==> src/rtl/axi_pkg.sv <==
// Shared AXI constants, FSM state encoding and response helper
// for the burst master and its lane steering unit.
package axi_pkg;

   localparam logic [1:0] RESP_OKAY   = 2'b00;
   localparam logic [1:0] RESP_EXOKAY = 2'b01;
   localparam logic [1:0] RESP_SLVERR = 2'b10;
   localparam logic [1:0] RESP_DECERR = 2'b11;

   localparam logic [1:0] BURST_INCR       = 2'b01;
   localparam logic [3:0] CACHE_BUFFERABLE = 4'b0011;
   localparam logic [2:0] PROT_UNPRIV      = 3'b000;

   typedef enum logic [2:0] {
      ST_IDLE,
      ST_REJ,
      ST_AW,
      ST_W,
      ST_B,
      ST_AR,
      ST_R,
      ST_DONE
   } state_e;

   // Response codes are numbered in rising severity, so worst-of is max.
   function automatic logic [1:0] resp_worst(
      input logic [1:0] a,
      input logic [1:0] b
   );
      return (a > b) ? a : b;
   endfunction

endpackage

==> src/rtl/axi_lane_steer.sv <==
// Byte-lane steering for narrow beats: strobe mask and bit shift
// derived from the beat size and the low bits of the lane address.
module axi_lane_steer #(
   parameter int DATA_W = 64
) (
   input  logic [2:0]                      size_i,
   input  logic [$clog2(DATA_W/8)-1:0]     off_i,
   output logic [DATA_W/8-1:0]             strb_o,
   output logic [$clog2(DATA_W/8)+2:0]     shamt_o
);

   localparam int STRB_W = DATA_W / 8;

   logic [STRB_W-1:0] mask;

   // Build a 1<<size byte mask at lane 0, then move it to the beat lane.
   always_comb begin
      mask = '0;
      for (int i = 0; i < STRB_W; i++) begin
         mask[i] = (i < (1 << size_i));
      end
      strb_o  = mask << off_i;
      shamt_o = {off_i, 3'b000};
   end

endmodule

==> src/rtl/axi_burst_master.sv <==
// AXI4 INCR burst master: one request in flight, streamed W/R beats,
// narrow-transfer lane steering and worst-of response reporting.
module axi_burst_master
   import axi_pkg::*;
#(
   parameter int ADDR_W    = 32,
   parameter int DATA_W    = 64,
   parameter int MAX_BEATS = 16
) (
   input  logic                  i_clk,
   input  logic                  i_rst,
   input  logic                  i_req_valid,
   output logic                  o_req_ready,
   input  logic                  i_req_write,
   input  logic [ADDR_W-1:0]     i_req_addr,
   input  logic [7:0]            i_req_len,
   input  logic [2:0]            i_req_size,
   input  logic [DATA_W-1:0]     i_wdata,
   input  logic                  i_wvalid,
   output logic                  o_wready,
   output logic [DATA_W-1:0]     o_rdata,
   output logic                  o_rvalid,
   input  logic                  i_rready,
   output logic                  o_busy,
   output logic                  o_done,
   output logic                  o_error,
   output logic                  o_invalid,
   output logic                  m_axi_awvalid,
   input  logic                  m_axi_awready,
   output logic [ADDR_W-1:0]     m_axi_awaddr,
   output logic [7:0]            m_axi_awlen,
   output logic [2:0]            m_axi_awsize,
   output logic [1:0]            m_axi_awburst,
   output logic [3:0]            m_axi_awcache,
   output logic [2:0]            m_axi_awprot,
   output logic                  m_axi_wvalid,
   input  logic                  m_axi_wready,
   output logic [DATA_W-1:0]     m_axi_wdata,
   output logic [DATA_W/8-1:0]   m_axi_wstrb,
   output logic                  m_axi_wlast,
   input  logic                  m_axi_bvalid,
   output logic                  m_axi_bready,
   input  logic [1:0]            m_axi_bresp,
   output logic                  m_axi_arvalid,
   input  logic                  m_axi_arready,
   output logic [ADDR_W-1:0]     m_axi_araddr,
   output logic [7:0]            m_axi_arlen,
   output logic [2:0]            m_axi_arsize,
   output logic [1:0]            m_axi_arburst,
   output logic [3:0]            m_axi_arcache,
   output logic [2:0]            m_axi_arprot,
   input  logic                  m_axi_rvalid,
   output logic                  m_axi_rready,
   input  logic [DATA_W-1:0]     m_axi_rdata,
   input  logic [1:0]            m_axi_rresp,
   input  logic                  m_axi_rlast
);

   localparam int         STRB_W   = DATA_W / 8;
   localparam int         OFF_W    = $clog2(STRB_W);
   localparam logic [2:0] MAX_SIZE = 3'(OFF_W);

   state_e            state_q, state_d;
   logic [ADDR_W-1:0] addr_q, addr_d;
   logic [ADDR_W-1:0] lane_q, lane_d;
   logic [7:0]        len_q, len_d;
   logic [2:0]        size_q, size_d;
   logic [7:0]        beat_q, beat_d;
   logic [1:0]        acc_q, acc_d;

   logic [16:0]       span;
   logic [16:0]       reach;
   logic [ADDR_W-1:0] amask;
   logic              reject;
   logic              last;
   logic [ADDR_W-1:0] step;
   logic [STRB_W-1:0] strb;
   logic [OFF_W+2:0]  shamt;

   axi_lane_steer #(
      .DATA_W (DATA_W)
   ) u_steer (
      .size_i  (size_q),
      .off_i   (lane_q[OFF_W-1:0]),
      .strb_o  (strb),
      .shamt_o (shamt)
   );

   assign last = (beat_q == len_q);
   assign step = ADDR_W'(1) << size_q;

   assign m_axi_awaddr  = addr_q;
   assign m_axi_awlen   = len_q;
   assign m_axi_awsize  = size_q;
   assign m_axi_awburst = BURST_INCR;
   assign m_axi_awcache = CACHE_BUFFERABLE;
   assign m_axi_awprot  = PROT_UNPRIV;
   assign m_axi_araddr  = addr_q;
   assign m_axi_arlen   = len_q;
   assign m_axi_arsize  = size_q;
   assign m_axi_arburst = BURST_INCR;
   assign m_axi_arcache = CACHE_BUFFERABLE;
   assign m_axi_arprot  = PROT_UNPRIV;

   assign m_axi_wdata = i_wdata << shamt;
   assign m_axi_wstrb = strb;
   assign m_axi_wlast = last;
   assign o_rdata     = m_axi_rdata >> shamt;
   assign o_busy      = (state_q != ST_IDLE);

   // Screen the incoming request: size, alignment, length and 4 KB span.
   always_comb begin
      span   = 17'({1'b0, i_req_len} + 9'd1) << i_req_size;
      reach  = {5'd0, i_req_addr[11:0]} + span;
      amask  = (ADDR_W'(1) << i_req_size) - ADDR_W'(1);
      reject = (i_req_size > MAX_SIZE)
            || (|(i_req_addr & amask))
            || ({1'b0, i_req_len} >= 9'(MAX_BEATS))
            || (reach > 17'd4096);
   end

   // Next-state, datapath updates and handshake outputs.
   always_comb begin
      state_d       = state_q;
      addr_d        = addr_q;
      lane_d        = lane_q;
      len_d         = len_q;
      size_d        = size_q;
      beat_d        = beat_q;
      acc_d         = acc_q;
      o_req_ready   = 1'b0;
      m_axi_awvalid = 1'b0;
      m_axi_arvalid = 1'b0;
      m_axi_wvalid  = 1'b0;
      o_wready      = 1'b0;
      m_axi_bready  = 1'b0;
      m_axi_rready  = 1'b0;
      o_rvalid      = 1'b0;
      o_done        = 1'b0;
      o_error       = 1'b0;
      o_invalid     = 1'b0;
      unique case (state_q)
         ST_IDLE: begin
            o_req_ready = 1'b1;
            if (i_req_valid) begin
               addr_d = i_req_addr;
               lane_d = i_req_addr;
               len_d  = i_req_len;
               size_d = i_req_size;
               beat_d = '0;
               acc_d  = RESP_OKAY;
               if (reject) begin
                  state_d = ST_REJ;
               end else if (i_req_write) begin
                  state_d = ST_AW;
               end else begin
                  state_d = ST_AR;
               end
            end
         end
         ST_REJ: begin
            o_done    = 1'b1;
            o_error   = 1'b1;
            o_invalid = 1'b1;
            state_d   = ST_IDLE;
         end
         ST_AW: begin
            m_axi_awvalid = 1'b1;
            if (m_axi_awready) begin
               state_d = ST_W;
            end
         end
         ST_W: begin
            m_axi_wvalid = i_wvalid;
            o_wready     = m_axi_wready;
            if (i_wvalid && m_axi_wready) begin
               lane_d = lane_q + step;
               if (last) begin
                  state_d = ST_B;
               end else begin
                  beat_d = beat_q + 8'd1;
               end
            end
         end
         ST_B: begin
            m_axi_bready = 1'b1;
            if (m_axi_bvalid) begin
               acc_d   = resp_worst(acc_q, m_axi_bresp);
               state_d = ST_DONE;
            end
         end
         ST_AR: begin
            m_axi_arvalid = 1'b1;
            if (m_axi_arready) begin
               state_d = ST_R;
            end
         end
         ST_R: begin
            m_axi_rready = i_rready;
            o_rvalid     = m_axi_rvalid;
            if (m_axi_rvalid && i_rready) begin
               acc_d  = resp_worst(acc_q, m_axi_rresp);
               if (m_axi_rlast != last) begin
                  acc_d = RESP_SLVERR;
               end
               lane_d = lane_q + step;
               if (last) begin
                  state_d = ST_DONE;
               end else begin
                  beat_d = beat_q + 8'd1;
               end
            end
         end
         ST_DONE: begin
            o_done    = 1'b1;
            o_error   = (acc_q != RESP_OKAY);
            o_invalid = (acc_q == RESP_DECERR);
            state_d   = ST_IDLE;
         end
         default: begin
            state_d = ST_IDLE;
         end
      endcase
   end

   // State and transaction registers, synchronous reset.
   always_ff @(posedge i_clk) begin
      if (i_rst) begin
         state_q <= ST_IDLE;
         addr_q  <= '0;
         lane_q  <= '0;
         len_q   <= '0;
         size_q  <= '0;
         beat_q  <= '0;
         acc_q   <= RESP_OKAY;
      end else begin
         state_q <= state_d;
         addr_q  <= addr_d;
         lane_q  <= lane_d;
         len_q   <= len_d;
         size_q  <= size_d;
         beat_q  <= beat_d;
         acc_q   <= acc_d;
      end
   end

endmodule

==> config.mk <==
export PLATFORM = sky130hd
export DESIGN_NAME = axi_burst_master
export DESIGN_NICKNAME = d
export VERILOG_FILES = /design/src/rtl/axi_pkg.sv /design/src/rtl/axi_lane_steer.sv /design/src/rtl/axi_burst_master.sv
export SDC_FILE = /design/constraint.sdc
export NUM_CORES = 1
export LEC_CHECK = 0
export BUFFER_PORTS_ARGS = -buffer_cell sky130_fd_sc_hd__buf_2
export CAP_MARGIN = 20
export CORE_MARGIN = 5
export CORE_UTILIZATION = 30
export CTS_CLUSTER_DIAMETER = 80
export CTS_CLUSTER_SIZE = 12
export DETAILED_ROUTE_END_ITERATION = 7
export PLACE_DENSITY = 0.56
export SYNTH_ARGS = -nofsm -noshare
export SYNTH_HDL_FRONTEND = slang
export SYNTH_SLANG_ARGS = --single-unit
==> constraint.sdc <==
create_clock -name i_clk -period 6.2 [get_ports i_clk]
set_clock_uncertainty 0.2 [all_clocks]
set_input_delay 1.55 -clock i_clk [delete_from_list [all_inputs] [get_ports i_clk]]
set_output_delay 1.55 -clock i_clk [all_outputs]
set_load 0.1 [all_outputs]
==> results.json <==
{
  "ys_seq_area_frac": 0.141,
  "cellInternalPower_uw": 1220,
  "synth_top_flop_cell": "dfxtp_1",
  "htreeDepth": 3,
  "share_comb_of_total_power": 0.739,
  "final.setup.tns_ns": 0,
  "cts.sinks": 59,
  "p_leak_uw": 0.00495,
  "vias_per_cell": 5.10,
  "cts.path.max_buffers": 2,
  "tightest_slew_ns": 0.848,
  "synth_edf_count": 0,
  "rsz0062_at_grt": "no",
  "synthArstFlopShare": 0,
  "p_per_area_mw_per_mm2": 316,
  "cap_violations": 0,
  "final_antenna_net_count": 0,
  "min_period_over_period": 0.821,
  "wire_per_inst_um": 18.3,
  "ys_ff_latch": 59,
  "cts_hold_buf": 0,
  "synth_top_area_frac": 0.176,
  "ys_warn_count": 0,
  "setup_viol": 0,
  "synth.largest_area_cell": "mux2i_1",
  "cts.clk_slew.worst_paths_ns": 0.06,
  "place_hpwl_mm": 27.6,
  "core_area_sq_mm": 0.0276,
  "p_seq_frac": 0.131,
  "synth_area_sq_mm": 0.00835,
  "fp.dieW_um": 177,
  "clockRootBuffer": "clkbuf_16",
  "hold_start": "m_axi_araddr[21]$_SDFFE_PP0P_",
  "vdd_drop_max_uv": 217,
  "status": "finished, final reports clean",
  "die_y_um": 177,
  "hp-class": "register to register",
  "num-fill-cells": 2991,
  "ios": 440,
  "yosys.cell_types.count": 73,
  "hold_viol_final": 0,
  "route.vias.total": 9583,
  "required_ns": 6.20,
  "crit_type": "input pin to register",
  "maxSlewViolCount": 0,
  "cts_repair_resize_count": 0,
  "drt_wl_total_mm": 34.4,
  "p_sw_uw": 2250,
  "grt_pass1_wl_mm": 51.0,
  "drive_gt1_frac": 0.346,
  "rows": 61,
  "grt_max_degree": 172,
  "overflow": 0,
  "swShare": 0.649,
  "crit_arrival_ns": 5.09,
  "area_growth_pct": 31.8,
  "drcViolationCount": 0,
  "first_pass_iters": 4,
  "final.setup.worst_slack_ns": 1.11,
  "worstSetupStartpoint": "i_req_len[1]",
  "port_buffers": 421,
  "die-area_sq_mm": 0.0313,
  "numCtsBuffers": 9,
  "syn_avg_cell_area_sq_um": 7.01,
  "period_needed_ns": 5.09,
  "initial_utilization": 0.302,
  "post_cts_buffers": 0,
  "synth_cells": 1191,
  "cts_tree": "built",
  "grt_usage": 0.203,
  "clk_latency_ns": 0.33,
  "worstReg2RegStart": "state_q[1]$_SDFFE_PP0P_",
  "fin_nets": 1708,
  "synth.area.top_cells": "mux2i_1 18%, dfxtp_1 14%, a21oi_1 8.2%",
  "drt-initial-drc-count": 519,
  "antenna_found_initial": 4,
  "crit_fanout": 6,
  "cp-start-kind": "input pin",
  "pwr-share-clk": 0.130,
  "max_freq_ghz": 0.196,
  "place_ws_ns": 0.850,
  "end_kind": "register",
  "grt_pass1_vias": 8878,
  "gp_congestion": 0.924,
  "relSlewSlack": 0.435
}
-- power groups by stage --
stage	logic, uW	clock network, uW	registers [uW]
6_report	2560	453	454
5_1_grt	2660	480	460
4_1_cts	2570	462	455
3_5_place_dp	2570	0	463
3_3_place_gp	2560	0	462
2_1_floorplan	1910	0	590
-- Yosys cell counts (11+ instances only) --
library cell,n
xnor2_1,17
a21oi_1,136
o21ai_0,65
inv_1,20
nand2_1,162
nand4_1,12
nor2b_1,22
mux2i_1,147
and2_1,21
dfxtp_1,59
xor2_1,11
clkbuf_1,63
buf_1,11
buf_2,12
ha_1,23
buf_4,62
o22ai_1,35
nor2_1,141
mux2_2,46
-- area by class of cell --
class / count / area (sq um) / share of cell area
clock inverters: 6 / 42.5 / 0.00387
diodes: 1 / 2.50 / 0.000227
multi-input cells: 972 / 6260 / 0.569
repair buffers: 434 / 2730 / 0.248
well taps: 378 / 473 / 0.0430
inverters: 20 / 75.1 / 0.00682
flip-flops and latches: 59 / 1190 / 0.108
clock buffers: 10 / 229 / 0.0208
-- placed cells by master (no fill, tap or decap), types with 3 or more instances in the layout --
cell type,count
a21o_1,4
and3_1,10
dfxtp_4,3
nor2_1,141
ha_1,23
clkbuf_16,9
a2111oi_0,4
o21a_1,4
buf_4,12
nand2_1,162
buf_2,387
nor3_1,7
nand3_1,8
o22ai_1,35
o21ai_0,65
nor3b_1,4
a211oi_1,5
buf_12,35
xnor2_1,17
mux2i_1,147
conb_1,18
mux2_2,46
nor4_1,4
nand4_1,12
dfxtp_1,56
nand2b_1,8
or2_2,3
a31oi_1,5
nor2b_1,22
xor2_1,11
and2_1,21
a21oi_1,136
a41oi_1,3
inv_1,20
-- critical path, cell delays in order --
cell       delay, ns
buf_2           0.18
ha_1            0.26
and4_4          0.27
a21oi_1         0.09
a2111oi_0       0.42
nor2_1          0.11
nor2_1          0.11
a21oi_1         0.06
ha_1            0.38
a21oi_1         0.27
mux2_2          0.37
o311ai_1        0.52
nor3_1          0.10
a31oi_1         0.28
a211oi_1        0.11
-- per-stage QoR --
step	cells	hold slack (ns)	util	total power, uW	cell area [sq um]
3_5_place_dp	1863	0.258	0.388	3030	10700
4_1_cts	1879	0.265	0.398	3490	11000
6_report	1880	0.262	0.398	3470	11000
5_1_grt	1879	0.284	0.398	3600	11000
2_1_floorplan	1207	0.276	-	2500	8410
3_3_place_gp	1863	0.250	0.388	3020	10700
-- layer usage --
metal,vias to the layer above,global-route usage,part of all wire
met3,30,0.0446,0.075
met4,6,0.0377,0.015
li1,4709,-,-
met2,382,0.357,0.50
met5,-,0,0.00099
met1,4456,0.257,0.41
-- cell families (layout without fill, tap and decap cells) --
group | Yosys count | after routing | synth area share
flops | 59 | 59 | 0.141
other cells | 2 | 19 | 0.000900
compound gates | 291 | 291 | 0.208
buf+inv | 176 | 470 | 0.116
mux | 193 | 193 | 0.238
fa+ha+maj | 25 | 25 | 0.0393
xor+xnor | 30 | 30 | 0.0333
simple gates | 415 | 415 | 0.223
-- state kept, by name, indices dropped and copies added, names as in the netlist --
register	count
beat_q	8
m_axi_arsize	3
state_q	3
acc_q	2
m_axi_arlen	8
m_axi_araddr	32
lane_q	3
-- final timing paths --
check	endpoint	slack (ns)	cells past startpoint
setup / recovery	state_q[1]$_SDFFE_PP0P_	1.11	15
hold / removal	m_axi_araddr[21]$_SDFFE_PP0P_	0.26	2
setup reg to reg	beat_q[6]$_SDFFE_PP0P_	3.38	9
hold reg to reg	m_axi_araddr[21]$_SDFFE_PP0P_	0.26	2
Power figures use the tool's default switching activity.
